[src/rtl/reset_sequencer.sv]
// reset_sequencer: qualifies the PLL lock through a synchroniser and a
// consecutive-high filter, holds all reset channels for HOLD_CYCLES, then
// releases them one by one, STAGE_GAP cycles apart. Lock loss or a software
// request re-arms the sequence; lock-loss events are counted (saturating).
module reset_sequencer #(
    parameter int CHANNELS    = 3,
    parameter int LOCK_FILTER = 4,
    parameter int HOLD_CYCLES = 16,
    parameter int STAGE_GAP   = 8
) (
    input  logic                clk25,
    input  logic                rst_n,
    input  logic                lock,
    input  logic                sw_req,
    output logic [CHANNELS-1:0] rst_out,
    output logic                ready,
    output logic [7:0]          relock_count
);

    // Shared counter width: large enough for the biggest parameter, plus one bit.
    localparam int MAX_FH = (LOCK_FILTER > HOLD_CYCLES) ? LOCK_FILTER : HOLD_CYCLES;
    localparam int MAX_GC = (STAGE_GAP > CHANNELS) ? STAGE_GAP : CHANNELS;
    localparam int MAXP   = (MAX_FH > MAX_GC) ? MAX_FH : MAX_GC;
    localparam int CW     = $clog2(MAXP) + 1;

    typedef enum logic [1:0] {
        WAIT_LOCK,
        HOLD,
        RELEASE,
        RUN
    } state_t;

    logic                sync1_q, sync1_d;
    logic                sync2_q, sync2_d;
    logic [CW-1:0]       filt_q, filt_d;
    logic                lock_ok_q, lock_ok_d;
    state_t              state_q, state_d;
    logic [CW-1:0]       cnt_q, cnt_d;
    logic [CW-1:0]       idx_q, idx_d;
    logic [CHANNELS-1:0] rst_q, rst_d;
    logic                ready_q, ready_d;
    logic [7:0]          relock_q, relock_d;

    function automatic logic [7:0] sat_inc8(input logic [7:0] v);
        return (v == 8'hFF) ? v : v + 8'd1;
    endfunction

    // Synchroniser and lock filter: lock_ok is registered from the next filter value.
    always_comb begin
        sync1_d = lock;
        sync2_d = sync1_q;
        if (!sync2_q) begin
            filt_d = '0;
        end else if (filt_q == CW'(LOCK_FILTER)) begin
            filt_d = filt_q;
        end else begin
            filt_d = filt_q + CW'(1);
        end
        lock_ok_d = (filt_d == CW'(LOCK_FILTER));
    end

    // Sequencer next-state and registered outputs. Channels release strictly
    // from bit 0 upward, so the released set is always a run of low-order zeros
    // and clearing channel idx is a left shift of the reset vector.
    always_comb begin
        state_d  = state_q;
        cnt_d    = cnt_q;
        idx_d    = idx_q;
        rst_d    = rst_q;
        ready_d  = ready_q;
        relock_d = relock_q;
        case (state_q)
            WAIT_LOCK: begin
                rst_d   = '1;
                ready_d = 1'b0;
                if (lock_ok_q) begin
                    state_d = HOLD;
                    cnt_d   = '0;
                end
            end
            HOLD: begin
                if (!sync2_q) begin
                    state_d  = WAIT_LOCK;
                    rst_d    = '1;
                    ready_d  = 1'b0;
                    cnt_d    = '0;
                    idx_d    = '0;
                    relock_d = sat_inc8(relock_q);
                end else if (cnt_q == CW'(HOLD_CYCLES - 1)) begin
                    rst_d = rst_q << 1;
                    cnt_d = '0;
                    idx_d = CW'(1);
                    if (CHANNELS == 1) begin
                        state_d = RUN;
                        ready_d = 1'b1;
                    end else begin
                        state_d = RELEASE;
                    end
                end else begin
                    cnt_d = cnt_q + CW'(1);
                end
            end
            RELEASE: begin
                if (!sync2_q) begin
                    state_d  = WAIT_LOCK;
                    rst_d    = '1;
                    ready_d  = 1'b0;
                    cnt_d    = '0;
                    idx_d    = '0;
                    relock_d = sat_inc8(relock_q);
                end else if (cnt_q == CW'(STAGE_GAP - 1)) begin
                    rst_d = rst_q << 1;
                    cnt_d = '0;
                    idx_d = idx_q + CW'(1);
                    if (idx_q == CW'(CHANNELS - 1)) begin
                        state_d = RUN;
                        ready_d = 1'b1;
                    end
                end else begin
                    cnt_d = cnt_q + CW'(1);
                end
            end
            RUN: begin
                if (!sync2_q) begin
                    state_d  = WAIT_LOCK;
                    rst_d    = '1;
                    ready_d  = 1'b0;
                    cnt_d    = '0;
                    idx_d    = '0;
                    relock_d = sat_inc8(relock_q);
                end else if (sw_req) begin
                    state_d = HOLD;
                    rst_d   = '1;
                    ready_d = 1'b0;
                    cnt_d   = '0;
                    idx_d   = '0;
                end
            end
            default: begin
                state_d = WAIT_LOCK;
                rst_d   = '1;
                ready_d = 1'b0;
                cnt_d   = '0;
                idx_d   = '0;
            end
        endcase
    end

    // Synchroniser and filter registers.
    always_ff @(posedge clk25 or negedge rst_n) begin
        if (!rst_n) begin
            sync1_q   <= 1'b0;
            sync2_q   <= 1'b0;
            filt_q    <= '0;
            lock_ok_q <= 1'b0;
        end else begin
            sync1_q   <= sync1_d;
            sync2_q   <= sync2_d;
            filt_q    <= filt_d;
            lock_ok_q <= lock_ok_d;
        end
    end

    // Sequencer state and output registers.
    always_ff @(posedge clk25 or negedge rst_n) begin
        if (!rst_n) begin
            state_q  <= WAIT_LOCK;
            cnt_q    <= '0;
            idx_q    <= '0;
            rst_q    <= '1;
            ready_q  <= 1'b0;
            relock_q <= 8'd0;
        end else begin
            state_q  <= state_d;
            cnt_q    <= cnt_d;
            idx_q    <= idx_d;
            rst_q    <= rst_d;
            ready_q  <= ready_d;
            relock_q <= relock_d;
        end
    end

    assign rst_out      = rst_q;
    assign ready        = ready_q;
    assign relock_count = relock_q;

endmodule

[config.mk]
export PLATFORM = sky130hd
export DESIGN_NAME = reset_sequencer
export DESIGN_NICKNAME = d
export VERILOG_FILES = /design/src/rtl/reset_sequencer.sv
export SDC_FILE = /design/constraint.sdc
export NUM_CORES = 1
export LEC_CHECK = 0
export CORE_UTILIZATION = 47
export CTS_BUF_LIST = sky130_fd_sc_hd__clkbuf_8
export DETAILED_ROUTE_END_ITERATION = 8
export PLACE_DENSITY_LB_ADDON = 0.3
export SLEW_MARGIN = 30
export SYNTH_ARGS = -nofsm -noshare
export SYNTH_HDL_FRONTEND = slang
export SYNTH_SLANG_ARGS = --single-unit
[constraint.sdc]
create_clock -name clk25 -period 5.55 [get_ports clk25]
set_input_delay 0.8325 -clock clk25 [delete_from_list [all_inputs] [get_ports clk25]]
set_output_delay 0.8325 -clock clk25 [all_outputs]
set_load 0.01 [all_outputs]
==> impl_metrics.json <==
{
  "post-dp-hpwl_um": 2490,
  "slew_headroom": 0.596,
  "num_io_pins": 16,
  "firstDrtPassIters": 4,
  "met1_length_um": 1490,
  "hold_slack_ps": 348,
  "synth_edf_count": 0,
  "synthArstFlopShare": 1.00,
  "route.met2.wl_um": 1710,
  "critPathKind": "flip-flop to flip-flop",
  "syn-num-nets": 184,
  "overflow": 0,
  "slew_viol_final": 0,
  "post_cts.repair.setup_buffers": 0,
  "p_seq_frac": 0.377,
  "p_leak_nw": 0.891,
  "switching_share": 0.359,
  "multi_input_area_um2": 841,
  "cts_tree": "yes",
  "yosysSeqAreaShare": 0.471,
  "hold_viol": 0,
  "dp.cells": 226,
  "fillers": 296,
  "layout.nets": 203,
  "cts.sinks": 32,
  "worstPathArrival_ps": 2440,
  "worstSkewPairLatency_ps": 270,
  "routed_via_density": 5.61,
  "top_layer_used": "met4",
  "maxCapViolations": 0,
  "fp-row-count": 21,
  "finalWeightedCongestion": 0.768,
  "placed_cell_area_um2": 1910,
  "hold_buffers": 0,
  "grt_pass1_vias": 1269,
  "cts_resized": 0,
  "post_drt_wl_per_cell_um": 14.3,
  "clk_pin_slew_ps": 70,
  "cp_slowest_cell": "or3_1",
  "fmax_mhz": 438,
  "crit_top_cell": "ha_1",
  "powerDensity_nw_per_um2": 455,
  "rr_startpoint": "cnt_q[0]",
  "grtUsageTotal": 0.188,
  "htreeDepth": 2,
  "yosys.area.top_type": "dfrtp_1",
  "crit_start": "cnt_q[0]",
  "fin_crit_sh": 0.411,
  "wl_met3_um": 110,
  "dieArea_um2": 3880,
  "layout-drive-gt1-share": 0.0957,
  "io_buffers": 15,
  "grt_pass1_wl_um": 5670,
  "setup_violations": 0,
  "final_cell_mix": "dfrtp_1, nand2_1, clkdlybuf4s50_1",
  "antenna_left": 0,
  "p_clk_frac": 0.229,
  "dieWidth_um": 62.3,
  "ys_seq_elements": 32,
  "combPwrFrac": 0.394,
  "synth.distinct_cells": 42,
  "intPower_mw": 0.587,
  "grt_max_degree": 33,
  "switchingPower_mw": 0.329,
  "min-delay-start": "sync1_q",
  "yosys_warnings": 0,
  "start_util": 0.500,
  "synthCells": 168,
  "cp-end-kind": "flip-flop",
  "final_cell_area_um2": 2010,
  "cts_buffers": 5,
  "netlist_top_cells_area": "dfrtp_1, ha_1, dfstp_2",
  "critPathRequiredTime_ps": 5710,
  "area_growth_pct": 17.9,
  "die_h_um": 62.3,
  "ys.flop_type": "dfrtp_1",
  "final-seq-area_um2": 805,
  "crit_fanout": 13,
  "hp-class": "flip-flop to flip-flop",
  "critPathTopFamily": "simple AND/OR/NAND/NOR gates",
  "crit_chain": "ha_1, nand3_1, inv_1, ha_1, nand3b_1, o211ai_2, or3_1, o31ai_1",
  "cts_max_path_buffers": 2,
  "grt_setup_unrepaired": "false",
  "final_core_util": 0.589,
  "drc_errors": 0,
  "synth.avg_cell_area_um2": 10.2,
  "antenna_found_initial": 0,
  "fin_cells": 234,
  "layout_commonest_cell": "dfrtp_1",
  "core_um2": 3420,
  "yosysTopAreaCellShare": 0.425,
  "ir_drop_mv": 0.197,
  "netlist_area_um2": 1710,
  "setup_tns_ps": 0,
  "cp_num_buf_inv": 1,
  "diodes": 0,
  "max_stage_delay_ps": 430,
  "drtIter0Drc": 68,
  "fin_skew_ps": 5.90,
  "outcome": "finished clean",
  "critPathLaunchType": "flip-flop",
  "totalWireLength_um": 3350,
  "tightest_slew_ps": 602,
  "vias": 1313,
  "cts_root_buf": "clkbuf_8",
  "min_period_ps": 2280
}
[flip-flops by register name, indices dropped and copies added, names as in the netlist]
signal	count
cnt_q	5
filt_q	5
idx_q	5
lock_ok_q	1
ready	1
relock_count	8
rst_out	3
state_q	2
sync1_q	1
sync2_q	1
[through the flow]
| stage | setup WS (ps) | power [mW] |
|---|---|---|
| 2_1_floorplan | 3580 | 0.577 |
| 3_3_place_gp | 3080 | 0.689 |
| 3_5_place_dp | 3010 | 0.714 |
| 4_1_cts | 3290 | 0.924 |
| 5_1_grt | 3130 | 0.982 |
| 6_report | 3270 | 0.917 |
[per-layer routing]
metal	vias up	track usage
met1	637	0.228
met4	0	0.0872
li1	646	-
met3	6	0.0423
met2	24	0.317
met5	-	0
[kinds of logic after synthesis]
family          share of synthesized area
compound gates                      0.164
xor+xnor                           0.0256
fa+ha+maj                          0.0879
simple gates                        0.183
buf+inv                            0.0366
flops                               0.471
mux                                0.0315
[power by group through the flow]
stage | logic [mW] | clock network (mW) | registers (mW)
floorplan | 0.222 | 0 | 0.355
global placement | 0.345 | 0 | 0.344
detailed placement | 0.364 | 0 | 0.350
CTS | 0.365 | 0.214 | 0.346
global route | 0.403 | 0.223 | 0.356
finish | 0.361 | 0.210 | 0.346
[worst paths after layout]
kind,slack (ps),endpoint,cells after the start
worst max-delay path,3270,idx_q[4],8
worst min-delay path,350,sync2_q,0
worst max register to register,3270,idx_q[4],8
worst min register to register,350,sync2_q,0
max in group asynchronous,4270,rst_out[0],2
min in group asynchronous,950,ready,2
[Yosys cell counts, types with 2 or more instances]
cell type / n
and2_1: 2
o41ai_1: 3
dfstp_2: 3
mux2_2: 3
nand2_1: 15
or3_1: 2
dfrtp_1: 29
nor3_1: 3
nand3_1: 9
buf_2: 2
inv_1: 12
mux2i_1: 2
nor4bb_1: 2
a31oi_1: 4
nor2b_1: 4
clkbuf_1: 2
nor2_1: 8
a21oi_1: 5
ha_1: 12
nand3b_1: 3
o31ai_1: 6
nand2b_1: 2
o21ai_0: 12
xnor2_1: 2
xor2_1: 3
o21ai_1: 2
[layout make-up]
| type | instances | area share |
|---|---|---|
| timing repair buffer | 16 | 0.0783 |
| multi-input combinational | 120 | 0.418 |
| tap | 46 | 0.0286 |
| inverter | 12 | 0.0224 |
| sequential | 32 | 0.400 |
| clock buffer | 5 | 0.0342 |
| clock inverter | 3 | 0.0193 |
Note: power is estimated with default switching activity, not from simulation.
